[src/rtl/add_rs_snoop.sv]
// Adder reservation station that snoops the adder and multiplier CDBs for pending operands.
// Optional RS_AGE_ORDER_EN: issue the oldest ready entry instead of the lowest-index one.
module add_rs_snoop #(
    parameter int DEPTH  = 4,
    parameter int TAG_W  = 4,
    parameter int DATA_W = 32
) (
    input  logic                       clk,
    input  logic                       reset,
    input  logic                       disp_valid,
    output logic                       disp_ready,
    input  logic [2:0]                 disp_op,
    input  logic [TAG_W-1:0]           disp_dest_tag,
    input  logic [TAG_W-1:0]           disp_qj,
    input  logic [TAG_W-1:0]           disp_qk,
    input  logic [DATA_W-1:0]          disp_vj,
    input  logic [DATA_W-1:0]          disp_vk,
    input  logic [TAG_W-1:0]           add_broad_tag,
    input  logic [DATA_W-1:0]          add_broad_data,
    input  logic [TAG_W-1:0]           mul_broad_tag,
    input  logic [DATA_W-1:0]          mul_broad_data,
    output logic                       iss_valid,
    input  logic                       iss_ready,
    output logic [2:0]                 iss_op,
    output logic [TAG_W-1:0]           iss_tag,
    output logic [DATA_W-1:0]          iss_a,
    output logic [DATA_W-1:0]          iss_b,
    output logic [$clog2(DEPTH+1)-1:0] occupancy
);
    localparam int IDX_W = (DEPTH > 1) ? $clog2(DEPTH) : 1;
    localparam int OCC_W = $clog2(DEPTH + 1);

    logic [DEPTH-1:0]  busy_q, busy_d;
    logic [2:0]        op_q   [DEPTH];
    logic [2:0]        op_d   [DEPTH];
    logic [TAG_W-1:0]  dest_q [DEPTH];
    logic [TAG_W-1:0]  dest_d [DEPTH];
    logic [TAG_W-1:0]  qj_q   [DEPTH];
    logic [TAG_W-1:0]  qj_d   [DEPTH];
    logic [TAG_W-1:0]  qk_q   [DEPTH];
    logic [TAG_W-1:0]  qk_d   [DEPTH];
    logic [DATA_W-1:0] vj_q   [DEPTH];
    logic [DATA_W-1:0] vj_d   [DEPTH];
    logic [DATA_W-1:0] vk_q   [DEPTH];
    logic [DATA_W-1:0] vk_d   [DEPTH];
    logic [OCC_W-1:0]  occ_q, occ_d;

    logic [DEPTH-1:0]  ready;
    logic              free_found;
    logic [IDX_W-1:0]  free_idx;
    logic [IDX_W-1:0]  sel_idx;
    logic              disp_fire;
    logic              iss_fire;

    always_comb begin
        free_found = 1'b0;
        free_idx   = '0;
        for (int i = 0; i < DEPTH; i++) begin
            ready[i] = busy_q[i] && (qj_q[i] == '0) && (qk_q[i] == '0);
            if (!busy_q[i] && !free_found) begin
                free_found = 1'b1;
                free_idx   = IDX_W'(i);
            end
        end
    end

`ifdef RS_AGE_ORDER_EN
    // older_q[i][j] set means entry i was dispatched before entry j.
    logic [DEPTH-1:0] older_q [DEPTH];
    logic [DEPTH-1:0] older_d [DEPTH];
    logic             sel_found;
    logic             blocked;

    always_comb begin
        sel_found = 1'b0;
        sel_idx   = '0;
        blocked   = 1'b0;
        for (int i = 0; i < DEPTH; i++) begin
            blocked = 1'b0;
            for (int j = 0; j < DEPTH; j++) begin
                if (ready[j] && older_q[j][i]) blocked = 1'b1;
            end
            if (ready[i] && !blocked && !sel_found) begin
                sel_found = 1'b1;
                sel_idx   = IDX_W'(i);
            end
        end
    end

    always_comb begin
        older_d = older_q;
        if (disp_fire) begin
            older_d[free_idx] = '0;
            for (int i = 0; i < DEPTH; i++) older_d[i][free_idx] = busy_q[i];
        end
    end

    always_ff @(posedge clk) begin
        if (reset) begin
            for (int i = 0; i < DEPTH; i++) older_q[i] <= '0;
        end else begin
            older_q <= older_d;
        end
    end
`else
    // A stalled offer stays locked so the FU sees stable iss_* until it accepts.
    logic             lock_q, lock_d;
    logic [IDX_W-1:0] lock_idx_q, lock_idx_d;
    logic             low_found;
    logic [IDX_W-1:0] low_idx;

    always_comb begin
        low_found = 1'b0;
        low_idx   = '0;
        for (int i = 0; i < DEPTH; i++) begin
            if (ready[i] && !low_found) begin
                low_found = 1'b1;
                low_idx   = IDX_W'(i);
            end
        end
        sel_idx    = lock_q ? lock_idx_q : low_idx;
        lock_d     = iss_valid && !iss_ready;
        lock_idx_d = sel_idx;
    end

    always_ff @(posedge clk) begin
        if (reset) begin
            lock_q     <= 1'b0;
            lock_idx_q <= '0;
        end else begin
            lock_q     <= lock_d;
            lock_idx_q <= lock_idx_d;
        end
    end
`endif

    assign disp_ready = free_found;
    assign iss_valid  = |ready;
    assign disp_fire  = disp_valid && free_found;
    assign iss_fire   = iss_valid && iss_ready;
    assign occupancy  = occ_q;

    always_comb begin
        iss_op  = '0;
        iss_tag = '0;
        iss_a   = '0;
        iss_b   = '0;
        if (iss_valid) begin
            iss_op  = op_q[sel_idx];
            iss_tag = dest_q[sel_idx];
            iss_a   = vj_q[sel_idx];
            iss_b   = vk_q[sel_idx];
        end
    end

    always_comb begin
        busy_d = busy_q;
        op_d   = op_q;
        dest_d = dest_q;
        qj_d   = qj_q;
        qk_d   = qk_q;
        vj_d   = vj_q;
        vk_d   = vk_q;
        occ_d  = occ_q;

        // Add CDB has priority when both buses carry the same tag.
        for (int i = 0; i < DEPTH; i++) begin
            if (busy_q[i] && qj_q[i] != '0) begin
                if (qj_q[i] == add_broad_tag) begin
                    qj_d[i] = '0;
                    vj_d[i] = add_broad_data;
                end else if (qj_q[i] == mul_broad_tag) begin
                    qj_d[i] = '0;
                    vj_d[i] = mul_broad_data;
                end
            end
            if (busy_q[i] && qk_q[i] != '0) begin
                if (qk_q[i] == add_broad_tag) begin
                    qk_d[i] = '0;
                    vk_d[i] = add_broad_data;
                end else if (qk_q[i] == mul_broad_tag) begin
                    qk_d[i] = '0;
                    vk_d[i] = mul_broad_data;
                end
            end
        end

        if (disp_fire) begin
            busy_d[free_idx] = 1'b1;
            op_d[free_idx]   = disp_op;
            dest_d[free_idx] = disp_dest_tag;
            qj_d[free_idx]   = disp_qj;
            vj_d[free_idx]   = disp_vj;
            qk_d[free_idx]   = disp_qk;
            vk_d[free_idx]   = disp_vk;
            if (disp_qj != '0) begin
                if (disp_qj == add_broad_tag) begin
                    qj_d[free_idx] = '0;
                    vj_d[free_idx] = add_broad_data;
                end else if (disp_qj == mul_broad_tag) begin
                    qj_d[free_idx] = '0;
                    vj_d[free_idx] = mul_broad_data;
                end
            end
            if (disp_qk != '0) begin
                if (disp_qk == add_broad_tag) begin
                    qk_d[free_idx] = '0;
                    vk_d[free_idx] = add_broad_data;
                end else if (disp_qk == mul_broad_tag) begin
                    qk_d[free_idx] = '0;
                    vk_d[free_idx] = mul_broad_data;
                end
            end
        end

        if (iss_fire) busy_d[sel_idx] = 1'b0;

        if (disp_fire && !iss_fire)      occ_d = occ_q + OCC_W'(1);
        else if (!disp_fire && iss_fire) occ_d = occ_q - OCC_W'(1);
    end

    always_ff @(posedge clk) begin
        if (reset) begin
            busy_q <= '0;
            occ_q  <= '0;
            for (int i = 0; i < DEPTH; i++) begin
                op_q[i]   <= '0;
                dest_q[i] <= '0;
                qj_q[i]   <= '0;
                qk_q[i]   <= '0;
                vj_q[i]   <= '0;
                vk_q[i]   <= '0;
            end
        end else begin
            busy_q <= busy_d;
            occ_q  <= occ_d;
            op_q   <= op_d;
            dest_q <= dest_d;
            qj_q   <= qj_d;
            qk_q   <= qk_d;
            vj_q   <= vj_d;
            vk_q   <= vk_d;
        end
    end
endmodule

[config.mk]
export PLATFORM = sky130hd
export DESIGN_NAME = add_rs_snoop
export DESIGN_NICKNAME = d
export VERILOG_FILES = /design/src/rtl/add_rs_snoop.sv
export SDC_FILE = /design/constraint.sdc
export NUM_CORES = 2
export LEC_CHECK = 0
export CAP_MARGIN = 0
export CORE_ASPECT_RATIO = 1.75
export CORE_MARGIN = 3
export CORE_UTILIZATION = 40
export DETAILED_ROUTE_END_ITERATION = 8
export SLEW_MARGIN = 20
export SYNTH_ARGS = -nofsm -noshare
export SYNTH_HDL_FRONTEND = slang
export SYNTH_SLANG_ARGS = --single-unit
export TNS_END_PERCENT = 5
[constraint.sdc]
create_clock -name clk -period 2.9 [get_ports clk]
set_input_delay 0.435 -clock clk [delete_from_list [all_inputs] [get_ports clk]]
set_output_delay 0.435 -clock clk [all_outputs]
set_load 0.005 [all_outputs]
==> results_dict.tcl <==
set metrics [dict create \
    status "finished, violations left" \
    violations "negative setup slack" \
    synthAdderAreaFrac_pct 0.167 \
    cts_buffers 35 \
    end_kind "output port" \
    core-area_um2 48000 \
    skew_ns 0.0159 \
    period_needed_ns 3.42 \
    yosys_warnings 0 \
    yosysSeqAreaShare_pct 33.5 \
    cts_max_level 2 \
    crit_cells 12 \
    hold_depth 2 \
    clkTransAtPathRegs_ns 0.06 \
    antenna_found_initial 1 \
    cp_data_required_time_ns 2.47 \
    ant_nets 0 \
    wl_met1_um 30500 \
    finalSetupViolCount 73 \
    p_leak_nw 9.04 \
    dpl_cell_area_um2 23600 \
    hp-class "reg2reg" \
    muxShareOfSynthArea_pct 19.7 \
    routed-wl-met2_um 40700 \
    slowest_delay_ns 0.34 \
    synth_xor_area_share_pct 3.69 \
    synth_edf_count 0 \
    fill_cells 4420 \
    cp_max_fo 7 \
    place_hpwl_um 52600 \
    vdd_drop_max_mv 0.312 \
    synth_async_sr_flop_share_pct 0 \
    post-place-cells 3143 \
    drt-vias-per-instance 6.19 \
    ys_ff_latch 326 \
    crit_type "reg2out" \
    drt-initial-drc-count 1770 \
    worst_pin_slew_ns 0.666 \
    r2r_slack_ns -0.15 \
    holdWs_ns 0.454 \
    grt_pass1_vias 20800 \
    min_period_over_period_pct 118 \
    synth_area_per_cell_um2 8.25 \
    synth_top_family_by_area "compound AO/OA/AOI/OAI gates" \
    syn_nets 2518 \
    drtPass1Iterations 6 \
    finalWorstSetupSlack_ns -0.518 \
    cpMostUsedCell "buf_4" \
    hold_viol 0 \
    wl_per_cell_um 25.2 \
    io_pins 231 \
    p_total_mw 12.7 \
    die_w_um 173 \
    critPathSlowestCell "nor4_4" \
    synth_cell_types 51 \
    path_buf_inv 6 \
    cts_tree "done" \
    clk_latency_ns 0.54 \
    preCtsSetupSlack_ns -0.671 \
    nNetsFinal 2730 \
    rows 106 \
    cap_violations 0 \
    io_buffers 230 \
    cp-start-kind "flip-flop" \
    fin_util_pct 53.5 \
    drive_gt1_share_pct 18.4 \
    power_density_nw_per_um2 495 \
    die-area_um2 51500 \
    ys.flop_type "dfxtp_1" \
    drv_slew 0 \
    cts_root_buffer "clkbuf_16" \
    yosys.area_share.simple_pct 11.0 \
    gp_congestion 0.886 \
    routed_wl_um 82000 \
    regArea_um2 6530 \
    max_freq_ghz 0.293 \
    met3_length_um 5510 \
    highest_layer "met4" \
    drc 0 \
    fin_cells 3248 \
    track_usage_pct 30.3 \
    final_cell_mix "mux2i_1, nand2_1, dfxtp_1" \
    syn_to_final_growth_pct 31.9 \
    clock-sinks 326 \
    crit_family "buffers and inverters" \
    final_area_um2 25700 \
    cp.arrival_ns 2.98 \
    layout_commonest_cell "mux2i_1" \
    synth_compound_area_share_pct 25.4 \
    rsz0062_at_grt "yes" \
    grt_overflow 0 \
    path_cells "nor4_4 > buf_4 > and3_4 > o211ai_1 > o211ai_1 > buf_4 > buf_12 > buf_16 > buf_4 > mux2i_1 > o22ai_2 > clkdlybuf4s15_1" \
    syn_inst 2361 \
    slew_headroom_pct 55.1 \
    setup_tns_ns -28.44 \
    cts-hold-fix-buffers 0 \
    vias 20100 \
    initial_core_util_pct 40.6 \
    grt_pass1_wl_um 124000 \
    synthesis.area_um2 19500 \
    multiInputGateArea_um2 12300 \
    rr_worst_depth 15 \
    die-height_um 298 \
    clockBufferDepth 3 \
    grt_max_degree 65 \
]
-- tightest hold or removal path, stage by stage (launching register included) --
cell,delay [ns]
dfxtp_1,0.31
nand2_1,0.05
a21oi_1,0.05
-- flip-flops by register name, summed over array words and instances, names as in the netlist --
name	flops
vk_q	128
occupancy	3
busy_q	4
lock_q	1
vj_q	128
qj_q	16
op_q	12
lock_idx_q	2
qk_q	16
dest_q	16
-- cells in the mapped netlist, types with 2 or more instances --
| cell type | number | area [um2] |
|---|---|---|
| or4_1 | 2 | 15.0 |
| dfxtp_1 | 326 | 6530 |
| buf_6 | 4 | 45.0 |
| o32ai_1 | 4 | 35.0 |
| o21ai_1 | 42 | 210 |
| nor4_4 | 2 | 42.5 |
| buf_2 | 51 | 255 |
| o22ai_1 | 328 | 2050 |
| nor3_1 | 3 | 15.0 |
| nor2_1 | 61 | 229 |
| a311oi_1 | 4 | 35.0 |
| inv_1 | 5 | 18.8 |
| and2_1 | 2 | 12.5 |
| o21ai_0 | 233 | 1170 |
| nand3b_1 | 5 | 37.5 |
| o22a_1 | 95 | 832 |
| nand2b_1 | 18 | 113 |
| nor4_1 | 14 | 87.6 |
| clkbuf_1 | 182 | 683 |
| buf_1 | 17 | 63.8 |
| buf_4 | 25 | 188 |
| o221ai_1 | 12 | 105 |
| nor4_2 | 5 | 62.6 |
| nand2_1 | 342 | 1280 |
| a21oi_1 | 35 | 175 |
| or3_1 | 2 | 12.5 |
| nand3_1 | 4 | 20.0 |
| o21a_1 | 3 | 22.5 |
| nand4_1 | 10 | 62.6 |
| nor2b_1 | 6 | 37.5 |
| xor2_1 | 50 | 438 |
| mux2i_1 | 383 | 3830 |
| and4_1 | 5 | 43.8 |
| o21ai_2 | 30 | 263 |
| xnor2_1 | 32 | 280 |
| clkbuf_4 | 3 | 22.5 |
| o211ai_1 | 2 | 15.0 |
-- worst paths after layout --
check | start | to
worst min-delay path | op_q[8] | op_q[8]
worst max-delay path | qj_q[5] | iss_b[1]
worst max register to register | qj_q[3] | occupancy[2]
worst min register to register | op_q[8] | op_q[8]
-- cell families (layout without fill, tap and decap cells) --
logic type | count (synthesis) | in the layout
flops | 326 | 326
fa+ha+maj | 2 | 2
other cells | 0 | 1
simple gates | 488 | 488
mux | 384 | 384
compound gates | 792 | 792
buf+inv | 287 | 525
xor+xnor | 82 | 82
-- report_power, final --
part | switching [mW] | internal, mW
logic | 1.77 | 1.55
clock network | 1.97 | 2.62
registers | 0.140 | 4.68
-- final cells by class --
class	count	area share (%)
Multi-Input combinational cell	1748	48.0
Clock buffer	55	4.13
Timing Repair Buffer	457	18.9
Tap cell	648	3.16
Clock inverter	8	0.321
Inverter	5	0.0730
Sequential cell	326	25.4
Antenna cell	1	0.00974
-- what timing repair did --
action	4_1_cts	5_1_grt
setup endpoints to repair	73	73
cloned	8	0
gates resized for setup	318	61
pin swaps	59	22
buffers inserted	37	4
-- metal layers --
layer / up-vias / track usage, %
li1: 9097 / -
met1: 9661 / 34.2
met2: 1053 / 53.6
met3: 304 / 4.72
met4: 0 / 18.1
met5: - / 0
Note: power is estimated with default switching activity, not from simulation.
